`src/rtl/padd_simd_pipe_if.sv`:
```
// -----------------------------------------------------------------------------
// padd_simd_pipe_if
//
// Bundles the operand/result handshakes and sticky-flag signals of the
// packed SIMD saturating adder.
//
//   in_valid / in_ready    operand handshake (a, b, sub, sat travel with it)
//   out_valid / out_ready  result handshake (sum, lane_ovfl travel with it)
//   clr_sticky             clears the sticky overflow flags
//   sticky_ovfl            per-lane OR of lane_ovfl over transferred results
//
// Modports:
//   master - the side that supplies operands and consumes results
//   slave  - the adder itself
// -----------------------------------------------------------------------------
interface padd_simd_pipe_if #(
    parameter int LANE_W = 4,
    parameter int LANES  = 4
);
    logic                      in_valid;
    logic                      in_ready;
    logic [LANE_W*LANES-1:0]   a;
    logic [LANE_W*LANES-1:0]   b;
    logic                      sub;
    logic                      sat;
    logic                      out_valid;
    logic                      out_ready;
    logic [LANE_W*LANES-1:0]   sum;
    logic [LANES-1:0]          lane_ovfl;
    logic                      clr_sticky;
    logic [LANES-1:0]          sticky_ovfl;

    modport master (
        output in_valid, a, b, sub, sat, out_ready, clr_sticky,
        input  in_ready, out_valid, sum, lane_ovfl, sticky_ovfl
    );

    modport slave (
        input  in_valid, a, b, sub, sat, out_ready, clr_sticky,
        output in_ready, out_valid, sum, lane_ovfl, sticky_ovfl
    );
endinterface

```
`src/rtl/padd_simd_pipe.sv`:
```
// -----------------------------------------------------------------------------
// padd_simd_pipe
//
// Two-stage pipelined SIMD adder/subtractor. The W = LANES*LANE_W operands are
// split into independent two's-complement lanes; each lane adds or subtracts,
// detects signed overflow and either saturates or wraps.
//
// Ports:
//   clk   - clock, rising edge
//   rst   - asynchronous, active-high reset
//   bus   - padd_simd_pipe_if.slave:
//             in_valid/in_ready + a, b, sub, sat    operand handshake
//             out_valid/out_ready + sum, lane_ovfl  result handshake
//             clr_sticky -> sticky_ovfl             sticky overflow flags
//
// Stage 1 registers raw lane results, overflow, overflow direction and the
// sat bit. Stage 2 applies saturation and drives the output registers.
// in_ready is the only combinational output (depends on out_ready).
// -----------------------------------------------------------------------------
module padd_simd_pipe #(
    parameter int LANE_W = 4,
    parameter int LANES  = 4
) (
    input  logic              clk,
    input  logic              rst,
    padd_simd_pipe_if.slave   bus
);

    localparam int W = LANE_W * LANES;

    // Saturation limits for one lane.
    localparam logic [LANE_W-1:0] LANE_MAX = {1'b0, {(LANE_W-1){1'b1}}};
    localparam logic [LANE_W-1:0] LANE_MIN = {1'b1, {(LANE_W-1){1'b0}}};

    // ---------------------------------------------------------------------
    // Pipeline state
    // ---------------------------------------------------------------------
    logic              s1_valid_q,  s1_valid_d;
    logic [W-1:0]      s1_raw_q,    s1_raw_d;
    logic [LANES-1:0]  s1_ovfl_q,   s1_ovfl_d;
    logic [LANES-1:0]  s1_neg_q,    s1_neg_d;
    logic              s1_sat_q,    s1_sat_d;

    logic              out_valid_q, out_valid_d;
    logic [W-1:0]      sum_q,       sum_d;
    logic [LANES-1:0]  lane_ovfl_q, lane_ovfl_d;
    logic [LANES-1:0]  sticky_q,    sticky_d;

    logic              adv1;
    logic              adv2;

    // ---------------------------------------------------------------------
    // Stage-1 lane arithmetic (combinational, from the bus operands)
    // ---------------------------------------------------------------------
    logic [W-1:0]      lane_raw;
    logic [LANES-1:0]  lane_ov;
    logic [LANES-1:0]  lane_neg;

    genvar gi;
    generate
        for (gi = 0; gi < LANES; gi = gi + 1) begin : g_lane_alu
            logic [LANE_W-1:0] op_a;
            logic [LANE_W-1:0] op_b;
            logic [LANE_W-1:0] raw;

            assign op_a = bus.a[gi*LANE_W +: LANE_W];
            // Subtraction is a + ~b + 1 with the +1 injected inside the lane,
            // so no carry ever crosses into a neighbouring lane.
            assign op_b = bus.sub ? ~bus.b[gi*LANE_W +: LANE_W]
                                  :  bus.b[gi*LANE_W +: LANE_W];
            assign raw  = op_a + op_b + {{(LANE_W-1){1'b0}}, bus.sub};

            assign lane_raw[gi*LANE_W +: LANE_W] = raw;
            // With b already inverted for subtraction, both the add and the
            // sub rule reduce to: effective operands share a sign and the
            // result's sign differs from it.
            assign lane_ov[gi]  = (op_a[LANE_W-1] == op_b[LANE_W-1]) &&
                                  (raw[LANE_W-1]  != op_a[LANE_W-1]);
            // On overflow, a's sign gives the direction (1 = negative).
            assign lane_neg[gi] = op_a[LANE_W-1];
        end
    endgenerate

    // ---------------------------------------------------------------------
    // Stage-2 saturation (combinational, from stage-1 registers)
    // ---------------------------------------------------------------------
    logic [W-1:0] sat_res;

    generate
        for (gi = 0; gi < LANES; gi = gi + 1) begin : g_lane_sat
            logic [LANE_W-1:0] limit;

            assign limit = s1_neg_q[gi] ? LANE_MIN : LANE_MAX;
            assign sat_res[gi*LANE_W +: LANE_W] =
                (s1_sat_q && s1_ovfl_q[gi]) ? limit
                                            : s1_raw_q[gi*LANE_W +: LANE_W];
        end
    endgenerate

    // ---------------------------------------------------------------------
    // Next-state logic
    // ---------------------------------------------------------------------
    always_comb begin
        // Hold everything by default; stalled stages keep data and valid.
        s1_valid_d  = s1_valid_q;
        s1_raw_d    = s1_raw_q;
        s1_ovfl_d   = s1_ovfl_q;
        s1_neg_d    = s1_neg_q;
        s1_sat_d    = s1_sat_q;
        out_valid_d = out_valid_q;
        sum_d       = sum_q;
        lane_ovfl_d = lane_ovfl_q;

        // A stage may advance when it is empty or its successor advances.
        adv2 = ~out_valid_q | bus.out_ready;
        adv1 = ~s1_valid_q  | adv2;

        if (adv1) begin
            s1_valid_d = bus.in_valid;
            if (bus.in_valid) begin
                s1_raw_d  = lane_raw;
                s1_ovfl_d = lane_ov;
                s1_neg_d  = lane_neg;
                s1_sat_d  = bus.sat;
            end
        end

        if (adv2) begin
            out_valid_d = s1_valid_q;
            if (s1_valid_q) begin
                sum_d       = sat_res;
                lane_ovfl_d = s1_ovfl_q;
            end
        end

        // Clear first, then OR in the transferring result, so an overflow
        // that leaves in the clear cycle is not lost.
        sticky_d = (bus.clr_sticky ? {LANES{1'b0}} : sticky_q) |
                   ((out_valid_q & bus.out_ready) ? lane_ovfl_q : {LANES{1'b0}});
    end

    // ---------------------------------------------------------------------
    // State registers
    // ---------------------------------------------------------------------
    always_ff @(posedge clk or posedge rst) begin
        if (rst) begin
            s1_valid_q  <= 1'b0;
            s1_raw_q    <= '0;
            s1_ovfl_q   <= '0;
            s1_neg_q    <= '0;
            s1_sat_q    <= 1'b0;
            out_valid_q <= 1'b0;
            sum_q       <= '0;
            lane_ovfl_q <= '0;
            sticky_q    <= '0;
        end else begin
            s1_valid_q  <= s1_valid_d;
            s1_raw_q    <= s1_raw_d;
            s1_ovfl_q   <= s1_ovfl_d;
            s1_neg_q    <= s1_neg_d;
            s1_sat_q    <= s1_sat_d;
            out_valid_q <= out_valid_d;
            sum_q       <= sum_d;
            lane_ovfl_q <= lane_ovfl_d;
            sticky_q    <= sticky_d;
        end
    end

    // ---------------------------------------------------------------------
    // Outputs
    // ---------------------------------------------------------------------
    assign bus.in_ready    = adv1;
    assign bus.out_valid   = out_valid_q;
    assign bus.sum         = sum_q;
    assign bus.lane_ovfl   = lane_ovfl_q;
    assign bus.sticky_ovfl = sticky_q;

endmodule
```
`src/flat_wrapper.sv`:
```
// flat-port wrapper written by rule: the top's interface ports become plain ports
module padd_simd_pipe_flat 
#(
    parameter int LANE_W = 4,
    parameter int LANES  = 4
)
  (clk, rst, bus_in_valid, bus_a, bus_b, bus_sub, bus_sat, bus_out_ready, bus_clr_sticky, bus_in_ready, bus_out_valid, bus_sum, bus_lane_ovfl, bus_sticky_ovfl);
  padd_simd_pipe_if #(.LANE_W(LANE_W), .LANES(LANES)) bus_i ();
  input  logic clk;
  input  logic rst;
  input wire logic [$bits(bus_i.in_valid)-1:0] bus_in_valid;
  input wire logic [$bits(bus_i.a)-1:0] bus_a;
  input wire logic [$bits(bus_i.b)-1:0] bus_b;
  input wire logic [$bits(bus_i.sub)-1:0] bus_sub;
  input wire logic [$bits(bus_i.sat)-1:0] bus_sat;
  input wire logic [$bits(bus_i.out_ready)-1:0] bus_out_ready;
  input wire logic [$bits(bus_i.clr_sticky)-1:0] bus_clr_sticky;
  output wire logic [$bits(bus_i.in_ready)-1:0] bus_in_ready;
  output wire logic [$bits(bus_i.out_valid)-1:0] bus_out_valid;
  output wire logic [$bits(bus_i.sum)-1:0] bus_sum;
  output wire logic [$bits(bus_i.lane_ovfl)-1:0] bus_lane_ovfl;
  output wire logic [$bits(bus_i.sticky_ovfl)-1:0] bus_sticky_ovfl;
  assign bus_i.in_valid = bus_in_valid;
  assign bus_i.a = bus_a;
  assign bus_i.b = bus_b;
  assign bus_i.sub = bus_sub;
  assign bus_i.sat = bus_sat;
  assign bus_i.out_ready = bus_out_ready;
  assign bus_i.clr_sticky = bus_clr_sticky;
  assign bus_in_ready = bus_i.in_ready;
  assign bus_out_valid = bus_i.out_valid;
  assign bus_sum = bus_i.sum;
  assign bus_lane_ovfl = bus_i.lane_ovfl;
  assign bus_sticky_ovfl = bus_i.sticky_ovfl;
  padd_simd_pipe #(.LANE_W(LANE_W), .LANES(LANES)) u_core (.clk(clk), .rst(rst), .bus(bus_i));
endmodule
```
`config.mk`:
```
export PLATFORM = sky130hd
export DESIGN_NAME = padd_simd_pipe_flat
export DESIGN_NICKNAME = d
export VERILOG_FILES = /design/src/rtl/padd_simd_pipe_if.sv /design/src/rtl/padd_simd_pipe.sv /design/src/flat_wrapper.sv
export SDC_FILE = /design/constraint.sdc
export NUM_CORES = 1
export LEC_CHECK = 0
export ABC_AREA = 0
export BUFFER_PORTS_ARGS = -buffer_cell sky130_fd_sc_hd__buf_2
export CAP_MARGIN = 20
export CORE_UTILIZATION = 41
export DETAILED_ROUTE_END_ITERATION = 10
export PLACE_DENSITY = 0.75
export SETUP_SLACK_MARGIN = 0.05
export SLEW_MARGIN = 40
export SYNTH_ARGS = -nofsm -noshare
export SYNTH_HDL_FRONTEND = slang
export SYNTH_SLANG_ARGS = --single-unit
```
`constraint.sdc`:
```
create_clock -name clk -period 2.2 [get_ports clk]
set_input_delay 0.44 -clock clk [delete_from_list [all_inputs] [get_ports clk]]
set_output_delay 0.44 -clock clk [all_outputs]
set_load 0.1 [all_outputs]
```
== Word-level counts from Yosys, hierarchy flattened ==
Index checks and enable logic that the tools add are counted.

* Flip-flop bits (word level): 51
* Latch bits: 0
* Memory bits (writable): 0
* ROM bits: 0
* Input port bits: 39
* Output and inout bits: 26
* Logic and storage cells: 59
* Memories: 0

* $add $sub $neg: 8
* Multiply operators: 0
* Divide/modulo/power cells: 0
* $lt $le $gt $ge: 0
* Equality and inequality tests: 8
* Shift-type cells: 0
* Mux-type cells: 14
* Bitwise gates (word level): 10
* Reductions and logical operators: 10

{| class="wikitable"
|+ Operators by type and width
! cell !! number
|-
| 4-bit 2-to-1 mux || 14
|-
| 4-bit by 1-bit adder with 4-bit output || 4
|-
| 4-bit adder || 4
|-
| 4-bit NOT || 4
|-
| 1-bit logical AND || 8
|-
| 1-bit == test || 4
|-
| 1-bit != test || 4
|-
| 4-bit OR || 1
|-
| 2-bit AND reduction || 2
|-
| 1-bit NOT || 2
|-
| 1-bit OR || 2
|-
| 1-bit bitwise AND || 1
|}

== Logic depth before layout (Yosys ltp) ==
* Word-level depth: 6
* Depth in mapped cells: 8
* Gate-level depth less buffers: 6

== Least setup slack after synthesis ==
OpenSTA, ideal clock, no wires.

* Path kind: register to register
* Start: register u_core.out_valid_q (netlist: u_core.bus.out_valid)
* End: register u_core.s1_ovfl_q[3]
* Library setup time: 0.121 ns
* Data arrival time: 2.911 ns
* Required time: 2.079 ns
* Setup slack: -0.833 ns
* Cell stages (with the launch flop): 5
* Path buffers: 1
* Clock period less this slack: 3.033 ns
* Path through: dfrtp_1 -> nand3b_1 -> and2_1 -> buf_2 -> o22a_1

* Longest elaborated chain between the ends: 4

{| class="wikitable"
|+ RTL lines
! what !! line !! RTL
|-
| start: declaration || padd_simd_pipe.sv:44 || <nowiki>logic out_valid_q, out_valid_d;</nowiki>
|-
| start signal: assignment || padd_simd_pipe.sv:162 || <nowiki>out_valid_q <= out_valid_d;</nowiki>
|-
| 1-bit NOT || padd_simd_pipe.sv:115 || <nowiki>adv2 = ~out_valid_q | bus.out_ready;</nowiki>
|-
| 1-bit OR || padd_simd_pipe.sv:115 ||
|-
| 1-bit OR || padd_simd_pipe.sv:116 || <nowiki>adv1 = ~s1_valid_q | adv2;</nowiki>
|-
| named net bus_in_ready || flat_wrapper.sv:18 || <nowiki>output wire logic [$bits(bus_i.in_ready)-1:0] bus_in_ready;</nowiki>
|-
| 2-bit AND reduction (no line) || -- ||
|-
| end signal: assignment || padd_simd_pipe.sv:159 || <nowiki>s1_ovfl_q <= s1_ovfl_d;</nowiki>
|-
| end: declaration || padd_simd_pipe.sv:40 || <nowiki>logic [LANES-1:0] s1_ovfl_q, s1_ovfl_d;</nowiki>
|}

The timed path passes the listed nets, and every way through them passes these cells.
A chain may end at the register's enable or synchronous reset.

== Final worst setup path ==
* Start: register u_core.out_valid_q (netlist: u_core.bus.out_valid)
* End: output port bus_in_ready

* Longest elaborated chain between the ends: 3

{| class="wikitable"
|+ RTL lines
! what !! line
|-
| 1-bit NOT || padd_simd_pipe.sv:115
|-
| 1-bit OR || padd_simd_pipe.sv:115
|-
| 1-bit OR || padd_simd_pipe.sv:116
|-
| end: declaration || flat_wrapper.sv:18
|}

No other way between the ends.

==> summary.txt <==
Run status
  • Outcome: complete, no violations

GRT
  • Vias in the first global route: 1809
  • Pin count of the biggest net entering global routing: 28
  • Initial antenna violation count: 0
  • GRT overflow: 0
  • Total GRT Usage: 16.35%
  • First-pass GRT wire length: 8.418 mm

Route
  • Routed len/inst: 12.97 µm
  • Via/cell ratio: 4.962
  • DRT iter0 DRCs: 42
  • TritonRoute pass-1 iters: 4
  • Routed WL: 5.122 mm
  • Vias: 1960
  • Antenna Nets Post-Route: 0
  • Drt drc: 0

Pwr
  • Peak VDD IR: 0.0008502 V
  • Leakage: roughly 0.0015 µW
  • Pwr/cell area: 1203 nW/µm²

Synthesis
  • Flops & latches, synth: 51
  • Unique masters post-synth: 26
  • Yosys warnings: 0
  • Syn_nets: 305
  • Cells after synthesis: 254
  • Synthesized area per cell: just over 10 µm²
  • Post-Syn Area: about 2600 µm²
  • Seq/Total Area, Yosys: just under 50%

Clock tree
  • Sink Count: 51
  • CTS Hold Buffers Added: 0
  • Root buffer cell: clkbuf_8
  • Clk buf depth: 2
  • Setup repair bufs after CTS: 0
  • CTS tree: done
  • H-tree levels: 2
  • Total CTS buffers: 5
  • Clock transition at path regs: about 90 ps
  • CTS resizes: 0
  • Clk_lat worst skew: 300 ps

STA
  • Crit path time final: ~1900 ps
  • FMAX: 539.7 MHz
  • Worst Max-Slew Pin Slew: 571.9 ps
  • Unrepaired setup endpoints after global routing: false
  • # setup viols final: 0
  • Relative slew margins: 61.82%
  • Final period utilization: 84.22%
  • Final Hold Fails: 0
  • Slew Limit Fails: 0
  • Clock Skews: 5.724 ps

Cells and area
  • Final Util: approximately 52%
  • Fin cells: 395
  • Antenna cells: 0
  • Final #Nets: 370
  • P&R area growth vs syn: 20.98%
  • Proportion of layout cells with a drive suffix above 1: 29.69%

Floorplanning
  • Row count: 28
  • Initial Util: 43.15%
  • Core area: 6026 µm²
  • Full die area: 6664 µm²
  • Die width: between 80 and 90 µm
  • IO Count: 65
  • Die Ht: 81.64 µm

Placement
  • Dpl cells: a little under 400
  • IO buf count: 64
  • Gp weighted congestion: 0.7530
  • Final HPWL DP: 4.018 mm

Setup path
  • CP cell instances: nand3b_1 -> buf_2
  • Worst-path fanout max: 7
  • CP arrival: about 1400 ps
  • Crit path required time: about 1800 ps
  • Kind of critical path: reg -> out
  • Slowest-stage cell, CP: dfrtp_2
  • Crit path largest cell delay: roughly 460 ps
  • CP Launch Type: register
  • Worst Setup End Kind: output pin

Flow run
  • Maxcap violations: 0

Worst hold path
  • Min-Delay Path Class: in -> async
[worst paths after layout]
kind | start | endpoint | slack, ps | cells after the start
max in group asynchronous | rst | u_core.bus.out_valid | 1480 | 3
setup reg to reg | u_core.bus.out_valid | u_core.bus.sum[1] | 680 | 4
hold / removal | rst | u_core.bus.sum[5] | 180 | 2
hold reg to reg | u_core.bus.sum[4] | u_core.bus.sum[4] | 480 | 2
min in group clk | bus_sat | u_core.s1_sat_q | 350 | 3
setup / recovery | u_core.bus.out_valid | bus_in_ready | 350 | 2
[sequential cells by signal, summed over array words and instances, names as in the netlist]
signal / cells
u_core.bus.lane_ovfl: 4
u_core.bus.out_valid: 1
u_core.bus.sticky_ovfl: 4
u_core.bus.sum: 16
u_core.s1_neg_q: 4
u_core.s1_ovfl_q: 4
u_core.s1_raw_q: 16
u_core.s1_sat_q: 1
u_core.s1_valid_q: 1
[area by class of cell]
cell class | count | area [µm²]
inverters | 5 | 18.77
well taps | 75 | 93.84
fillers | 560 | 2880
flip-flops and latches | 51 | 1277
clock buffers | 6 | 72.57
clock inverters | 2 | 60.06
repair buffers | 69 | 370.4
multi-input cells | 187 | 1252
[per-layer routing]
layer,share of wire (%),global-route usage (%),vias to the layer above
li1,-,-,996
met1,50,22.95,905
met2,43,25.17,53
met3,4.9,3.556,6
met4,1.3,5.088,0
met5,0,0,-
[report_power, final]
group / switching, µW / internal, µW / total [µW] / leakage, µW
sequential: 163 / 1170 / 1330 / 0.000630
combinational: 1340 / 364 / 1700 / 0.000845
clock: 298 / 454 / 752 / 0.0000654
total: 1800 / 1980 / 3780 / 0.00154
[through the flow]
step           worst slack [ps]  cell area, µm²  total power (µW)  hold slack (ps)  setup TNS [ps]
3_5_place_dp              130.7            3013              3062            465.4               0
5_1_grt                   297.0            3146              3973            237.8               0
3_3_place_gp              174.9            3013              3019            459.6               0
2_1_floorplan            -314.8            2628              2732            446.4           -5909
6_report                  347.1            3146              3783            182.0               0
4_1_cts                   318.4            3146              3811            204.3               0
[placed cells by master, fill, tap and decap left out, drive strengths merged]
master and count:
buf 69, nand2 56, dfrtp 51, o21ai 25, xor2 16, a21oi 16
xnor2 15, mux2 12, o31ai 11, ha 8, clkbuf 6, inv 5
a21o 4, and3 4, nand3 4, fa 4, a31o 4, nand2b 3
bufinv 2, nand3b 1, and2 1, nor3b 1, o22a 1, nor2 1
[cell families after synthesis]
kind of cell	share of synthesized area, %
simple gates	11.50
fa+ha+maj	6.930
flops	49.09
buf+inv	2.935
compound gates	13.91
xor+xnor	10.44
mux	5.197
[worst max-delay path, delay by kind of cell, from the launching register on]
| family | cells | cell delay [ps] |
|---|---|---|
| buf+inv | 1 | 460 |
| simple gates | 1 | 180 |
| flops | 1 | 460 |
[Yosys cell counts, drive strengths merged]
| cell | n | area share, % |
|---|---|---|
| nand2 | 56 | 8.1 |
| dfrtp | 51 | 49 |
| o21ai | 25 | 4.8 |
| a21oi | 16 | 3.1 |
| xor2 | 16 | 5.4 |
| xnor2 | 15 | 5.1 |
| mux2 | 12 | 5.2 |
| o31ai | 11 | 3.2 |
| buf | 8 | 1.8 |
| ha | 8 | 3.9 |
| inv | 5 | 0.72 |
| a21o | 4 | 1.2 |
| a31o | 4 | 1.3 |
| and3 | 4 | 0.96 |
| fa | 4 | 3.1 |
| nand3 | 4 | 0.77 |
| clkbuf | 3 | 0.43 |
| nand2b | 3 | 0.72 |
| and2 | 1 | 0.24 |
| nand3b | 1 | 0.29 |
| nor2 | 1 | 0.14 |
| nor3b | 1 | 0.29 |
| o22a | 1 | 0.34 |
(Power assumes the default switching activity.)
